===== src/rtl/pipe_pkg.sv =====
// Shared pipeline definitions: reset PC and inter-stage bus layouts so every
// stage agrees on field positions.
package pipe_pkg;

    localparam logic [31:0] RESET_PC    = 32'h1c000000;
    localparam int          IF_ID_BUS_W = 64;
    localparam int          ID_EX_BUS_W = 117;

    // {inst, pc} field offsets inside the IF->ID bundle
    localparam int IF_ID_PC_LSB   = 0;
    localparam int IF_ID_INST_LSB = 32;

    typedef struct packed {
        logic [31:0] inst;
        logic [31:0] pc;
    } if_id_bus_t;

    function automatic logic [IF_ID_BUS_W-1:0] pack_if_id(input logic [31:0] inst,
                                                          input logic [31:0] pc);
        if_id_bus_t b;
        b.inst = inst;
        b.pc   = pc;
        return b;
    endfunction

endpackage


===== src/rtl/if_inst_buf.sv =====
// Small circular FIFO holding fetched {inst, pc} bundles while ID stalls.
// Flush wins over push and pop; storage is cleared only by reset.
module if_inst_buf #(
    parameter int DATA_W = 64,
    parameter int DEPTH  = 2,
    parameter int PTR_W  = $clog2(DEPTH),
    parameter int CNT_W  = $clog2(DEPTH) + 1
) (
    input  logic              clk,
    input  logic              reset,
    input  logic              flush,
    input  logic              push,
    input  logic [DATA_W-1:0] push_data,
    input  logic              pop,
    output logic [CNT_W-1:0]  count,
    output logic [DATA_W-1:0] head_data
);

    logic [DATA_W-1:0] mem [DEPTH];
    logic [PTR_W-1:0]  rd_ptr;
    logic [PTR_W-1:0]  wr_ptr;

    // DEPTH is a power of two, so pointers wrap naturally
    always_ff @(posedge clk) begin
        if (reset || flush) begin
            rd_ptr <= '0;
            wr_ptr <= '0;
            count  <= '0;
        end else begin
            if (push) wr_ptr <= wr_ptr + 1'b1;
            if (pop)  rd_ptr <= rd_ptr + 1'b1;
            count <= count + CNT_W'(push) - CNT_W'(pop);
        end
    end

    always_ff @(posedge clk) begin
        if (reset) begin
            for (int i = 0; i < DEPTH; i++) mem[i] <= '0;
        end else if (push && !flush) begin
            mem[wr_ptr] <= push_data;
        end
    end

    assign head_data = mem[rd_ptr];

endmodule


===== src/rtl/stage_1_if.sv =====
// Instruction-fetch stage: drives the synchronous instruction SRAM, buffers
// responses and hands {inst, pc} to ID, applying redirects from ID.
module stage_1_if #(
    parameter logic [31:0] RESET_PC  = pipe_pkg::RESET_PC,
    parameter int          BUF_DEPTH = 2
) (
    input  logic        clk,
    input  logic        reset,
    output logic        inst_sram_en,
    output logic [3:0]  inst_sram_we,
    output logic [31:0] inst_sram_addr,
    output logic [31:0] inst_sram_wdata,
    input  logic [31:0] inst_sram_rdata,
    output logic        valid_1,
    input  logic        allow_2,
    output logic [63:0] stage_1_to_2,
    input  logic        br_taken,
    input  logic [31:0] br_target
);
    import pipe_pkg::*;

    localparam int CNT_W = $clog2(BUF_DEPTH) + 1;
    localparam int OCC_W = CNT_W + 1;

    logic [31:0]            fetch_pc;
    logic [31:0]            pend_pc;
    logic                   pend;
    logic [CNT_W-1:0]       count;
    logic [IF_ID_BUS_W-1:0] head_data;
    logic                   pop;
    logic                   push;
    logic [OCC_W-1:0]       occ;

    assign valid_1 = (count != '0) && !br_taken;
    assign pop     = valid_1 && allow_2;
    assign push    = pend && !br_taken;

    // Slots committed after this cycle: buffered + in flight - leaving now
    assign occ = OCC_W'(count) + OCC_W'(pend) - OCC_W'(pop);

    assign inst_sram_en    = !reset && (br_taken || (occ < OCC_W'(BUF_DEPTH)));
    assign inst_sram_addr  = br_taken ? br_target : fetch_pc;
    assign inst_sram_we    = 4'b0;
    assign inst_sram_wdata = 32'b0;

    always_ff @(posedge clk) begin
        if (reset) begin
            fetch_pc <= RESET_PC;
            pend     <= 1'b0;
        end else if (inst_sram_en) begin
            fetch_pc <= inst_sram_addr + 32'd4;
            pend     <= 1'b1;
        end else begin
            pend     <= 1'b0;
        end
    end

    // Address of the in-flight request; its data arrives next cycle
    always_ff @(posedge clk) begin
        if (inst_sram_en) pend_pc <= inst_sram_addr;
    end

    if_inst_buf #(
        .DATA_W (IF_ID_BUS_W),
        .DEPTH  (BUF_DEPTH)
    ) u_buf (
        .clk       (clk),
        .reset     (reset),
        .flush     (br_taken),
        .push      (push),
        .push_data (pack_if_id(inst_sram_rdata, pend_pc)),
        .pop       (pop),
        .count     (count),
        .head_data (head_data)
    );

    assign stage_1_to_2 = head_data;

endmodule


===== config.mk =====
export PLATFORM = sky130hd
export DESIGN_NAME = stage_1_if
export DESIGN_NICKNAME = d
export VERILOG_FILES = /design/src/rtl/pipe_pkg.sv /design/src/rtl/if_inst_buf.sv /design/src/rtl/stage_1_if.sv
export SDC_FILE = /design/constraint.sdc
export NUM_CORES = 1
export LEC_CHECK = 0
export ABC_AREA = 1
export BUFFER_PORTS_ARGS = -buffer_cell sky130_fd_sc_hd__buf_2
export CAP_MARGIN = 40
export CORE_UTILIZATION = 35
export DETAILED_ROUTE_END_ITERATION = 7
export SYNTH_ARGS = -nofsm -noshare
export SYNTH_HDL_FRONTEND = slang
export SYNTH_SLANG_ARGS = --single-unit

===== constraint.sdc =====
create_clock -name clk -period 3 [get_ports clk]
set_input_delay 0 -clock clk [delete_from_list [all_inputs] [get_ports clk]]
set_output_delay 0 -clock clk [all_outputs]
set_load 0.02 [all_outputs]

==> summary.txt <==
Placed design
  – Dpl hpwl: 15,200 um
  – Gpl congestion: 0.843
  – Placed Area: 0.0107 mm2
  – I/O Buffers: 165

Hold path
  – Hold WC Path Type: primary input to flip-flop

Yosys
  – Post-synth cell types: 36
  – Seq/Total Area, Yosys: 57.8%
  – Synth Instances: 971
  – Avg Cell Area, Syn: 9.91 um2
  – EDFF count, synth: 160
  – Dominant cell type by area after synthesis: edfxtp_1
  – Most common cell in the synthesized netlist: nand2_1
  – Yosys warnings: 0
  – Synth Register Bits: 198
  – Ys async rst share: 0%
  – Yosys top cell area share: 49.9%
  – Synth top cells by count: nand2_1 (196), nor2_1 (170), edfxtp_1 (160)
  – Post-Syn Area: 0.00963 mm2
  – Top cells by area, synth: edfxtp_1 (50%), dfxtp_1 (7.9%), nand2_1 (7.6%)
  – Ys flop type: edfxtp_1

Routing
  – DRT antenna net count: 0
  – Initial DRC Count: 473
  – DRT Pass-1 Iters: 4
  – Routed via count: 6,938
  – DR WL/cell: 14.8 um
  – WL final: 22,800 um
  – DRC viols: 0
  – Vias per cell: 4.49

Layout
  – Layout Nets: 1,265
  – Final instance area: 0.0119 mm2
  – Area growth, synth to finish: 23.3%
  – Reg area: 0.00557 mm2
  – # fillers: 2,634
  – Final Util: 44.0%
  – Antenna diode count: 0
  – Fraction of layout cells with a size suffix above 1: 30.5%
  – Combined area of the multi-input logic cells: 0.00330 mm2

Power and ir drop
  – IR drop worst, VDD: 0.391 mV
  – PD cells: 539 mW/mm2
  – Leakage: 5.38 nW

Worst setup path
  – CP Capture Type: primary output
  – Type of origin of the critical path: flip-flop
  – Crit-path max cell delay: 0.42 ns
  – Crit path required time: 3.00 ns
  – Setup Crit Path Kind: flip-flop to primary output
  – Crit path cell chain: inv_2 -> a21oi_2 -> nand2_2 -> inv_1 -> ha_1 -> nor2_2 -> fa_1 -> o21bai_1 -> a21oi_2 -> nor2_2 -> nor2_4 -> buf_12 -> buf_4
  – Maximum fanout along the worst path: 9
  – WP data arrival: 2.82 ns
  – Worst path slowest cell: fa_1

Global route
  – Vias in the first global route: 6,725
  – Initial antenna violation count: 0
  – Pin count of the biggest net entering global routing: 65
  – GRT overflow: 0
  – GRT Util Overall: 16.4%
  – First-pass GRT wire length: 35,700 um

Timing
  – Final min period: 2.82 ns
  – Slew margin rel.: 47.0%
  – Clock Skew: 0.0128 ns
  – Final Hold Violating Endpoints: 0
  – RSZ-0062 raised after global routing: yes
  – Final Cycle Share: 94.0%
  – Slew Viols, Final: 0
  – Fmax: 355 MHz
  – Worst-Margin Slew: 0.795 ns
  – Final Setup Violations: 0

Floorplan
  – # rows: 60
  – Initial Util: 35.7%
  – Die ar.: 0.0282 mm2
  – Die Span X: 168 um
  – Io pins: 202
  – Core ar.: 0.0270 mm2
  – Die H: 168 um

Clocking
  – TritonCTS Buffers: 17
  – Number of H-tree levels: 4
  – CTS tree: yes
  – Clock sink count: 198
  – Clock-pin transition on the worst setup and hold timing paths: 0.08 ns
  – Maximum clock path buffer count: 2
  – CTS root buffer: clkbuf_16
  – Later-pin clock latency in the skew report: 0.43 ns

Run
  – Max-cap violation count: 0

Status
  – Outcome: finished clean
critical path: cells and delay by family (launching register included):
family,cells,cell delay (ns)
AND/OR/NAND/NOR,4,0.49
buffers and inverters,4,0.43
flip-flops,1,0.33
AO/OA/AOI/OAI,3,0.49
adder cells (fa/ha/maj),2,0.66
through the flow:
step,std cells,power [mW],setup slack (ns),TNS (ns),hold slack (ns)
2_1_floorplan,1006,3.91,0.00457,0,0.172
3_3_place_gp,1455,4.17,0.315,0,0.309
3_5_place_dp,1456,4.19,0.248,0,0.315
4_1_cts,1534,6.43,0.0719,0,0.00569
5_1_grt,1546,6.67,-0.0103,-0.0103,0.00736
6_report,1546,6.39,0.180,0,0.00629
timing repair:
item	4_1_cts	5_1_grt
hold buffers	46	0
setup buffers	0	12
resized for setup	4	5
hold endpoints to repair	83	0
pin swaps	0	1
endpoints found under the setup margin	1	1
sequential cells by signal (all words and copies together), names as in the netlist, named ones only:
signal and count:
u_buf.mem 128, fetch_pc 32, pend_pc 32, u_buf.count 2, pend 1, u_buf.rd_ptr 1, u_buf.wr_ptr 1
cell usage in the layout, fill, tap and decap left out, types with 2 or more instances in the layout:
master | netlist | routed
inv_2 | 5 | 6
nor2_4 | 6 | 7
buf_2 | 18 | 164
nor2_2 | 17 | 17
clkinv_4 | 0 | 5
nand3b_1 | 3 | 3
nand2_2 | 28 | 30
conb_1 | 1 | 36
o21ai_0 | 14 | 14
o21bai_1 | 3 | 3
xnor2_1 | 4 | 4
buf_4 | 38 | 23
nand3_2 | 0 | 2
inv_1 | 113 | 112
nor2_1 | 170 | 169
nand2_1 | 196 | 192
edfxtp_1 | 160 | 160
dlygate4sd3_1 | 0 | 46
mux2_2 | 64 | 64
dfxtp_1 | 38 | 37
inv_6 | 1 | 5
xor2_1 | 5 | 5
buf_12 | 0 | 4
nand3_1 | 31 | 29
inv_8 | 0 | 3
clkinv_2 | 0 | 2
a21oi_2 | 0 | 2
ha_1 | 4 | 4
clkbuf_16 | 0 | 17
nand4_1 | 4 | 4
a21oi_1 | 11 | 9
o22ai_1 | 2 | 2
nand2_4 | 9 | 11
o21ai_1 | 4 | 4
final timing paths:
| check | startpoint | end | slack, ns | cells past startpoint |
|---|---|---|---|---|
| worst max register to register | u_buf.count[1] | pend_pc[2] | 0.26 | 14 |
| worst max-delay path | u_buf.count[1] | inst_sram_en | 0.18 | 13 |
| worst min register to register | fetch_pc[18] | fetch_pc[18] | 0.45 | 2 |
| worst min-delay path | br_taken | u_buf.rd_ptr | 0.006 | 5 |
logic make-up (layout without fill, tap and decap cells):
logic type / after synthesis / count (layout) / synth area share [%]
fa+ha+maj: 5 / 5 / 0.728
flops: 198 / 198 / 57.8
compound gates: 37 / 37 / 2.11
xor+xnor: 9 / 9 / 0.819
buf+inv: 190 / 389 / 9.76
mux: 64 / 64 / 7.49
other cells: 1 / 36 / 0.0390
simple gates: 467 / 467 / 21.3
layout make-up:
class / instances / share of cell area (%)
inverters: 119 / 3.80
clock inverters: 15 / 1.17
clock buffers: 17 / 3.58
well taps: 341 / 3.59
repair buffers: 238 / 13.2
multi-input cells: 618 / 27.8
flip-flops and latches: 198 / 46.9
metal layers:
layer	vias to the layer above	track usage (%)	wire (um)	part of all wire [%]
li1	3481	-	-	-
met1	3245	21.8	10800	47
met2	189	27.5	10800	47
met3	23	2.87	995	4.4
met4	0	4.47	316	1.4
met5	-	0	0	0
report_power, final:
group / internal [mW] / switching (mW)
registers: 3.16 / 0.0610
logic: 0.331 / 0.635
clock network: 1.10 / 1.10
total: 4.59 / 1.80
No activity file was read; power rests on OpenSTA's default activity.
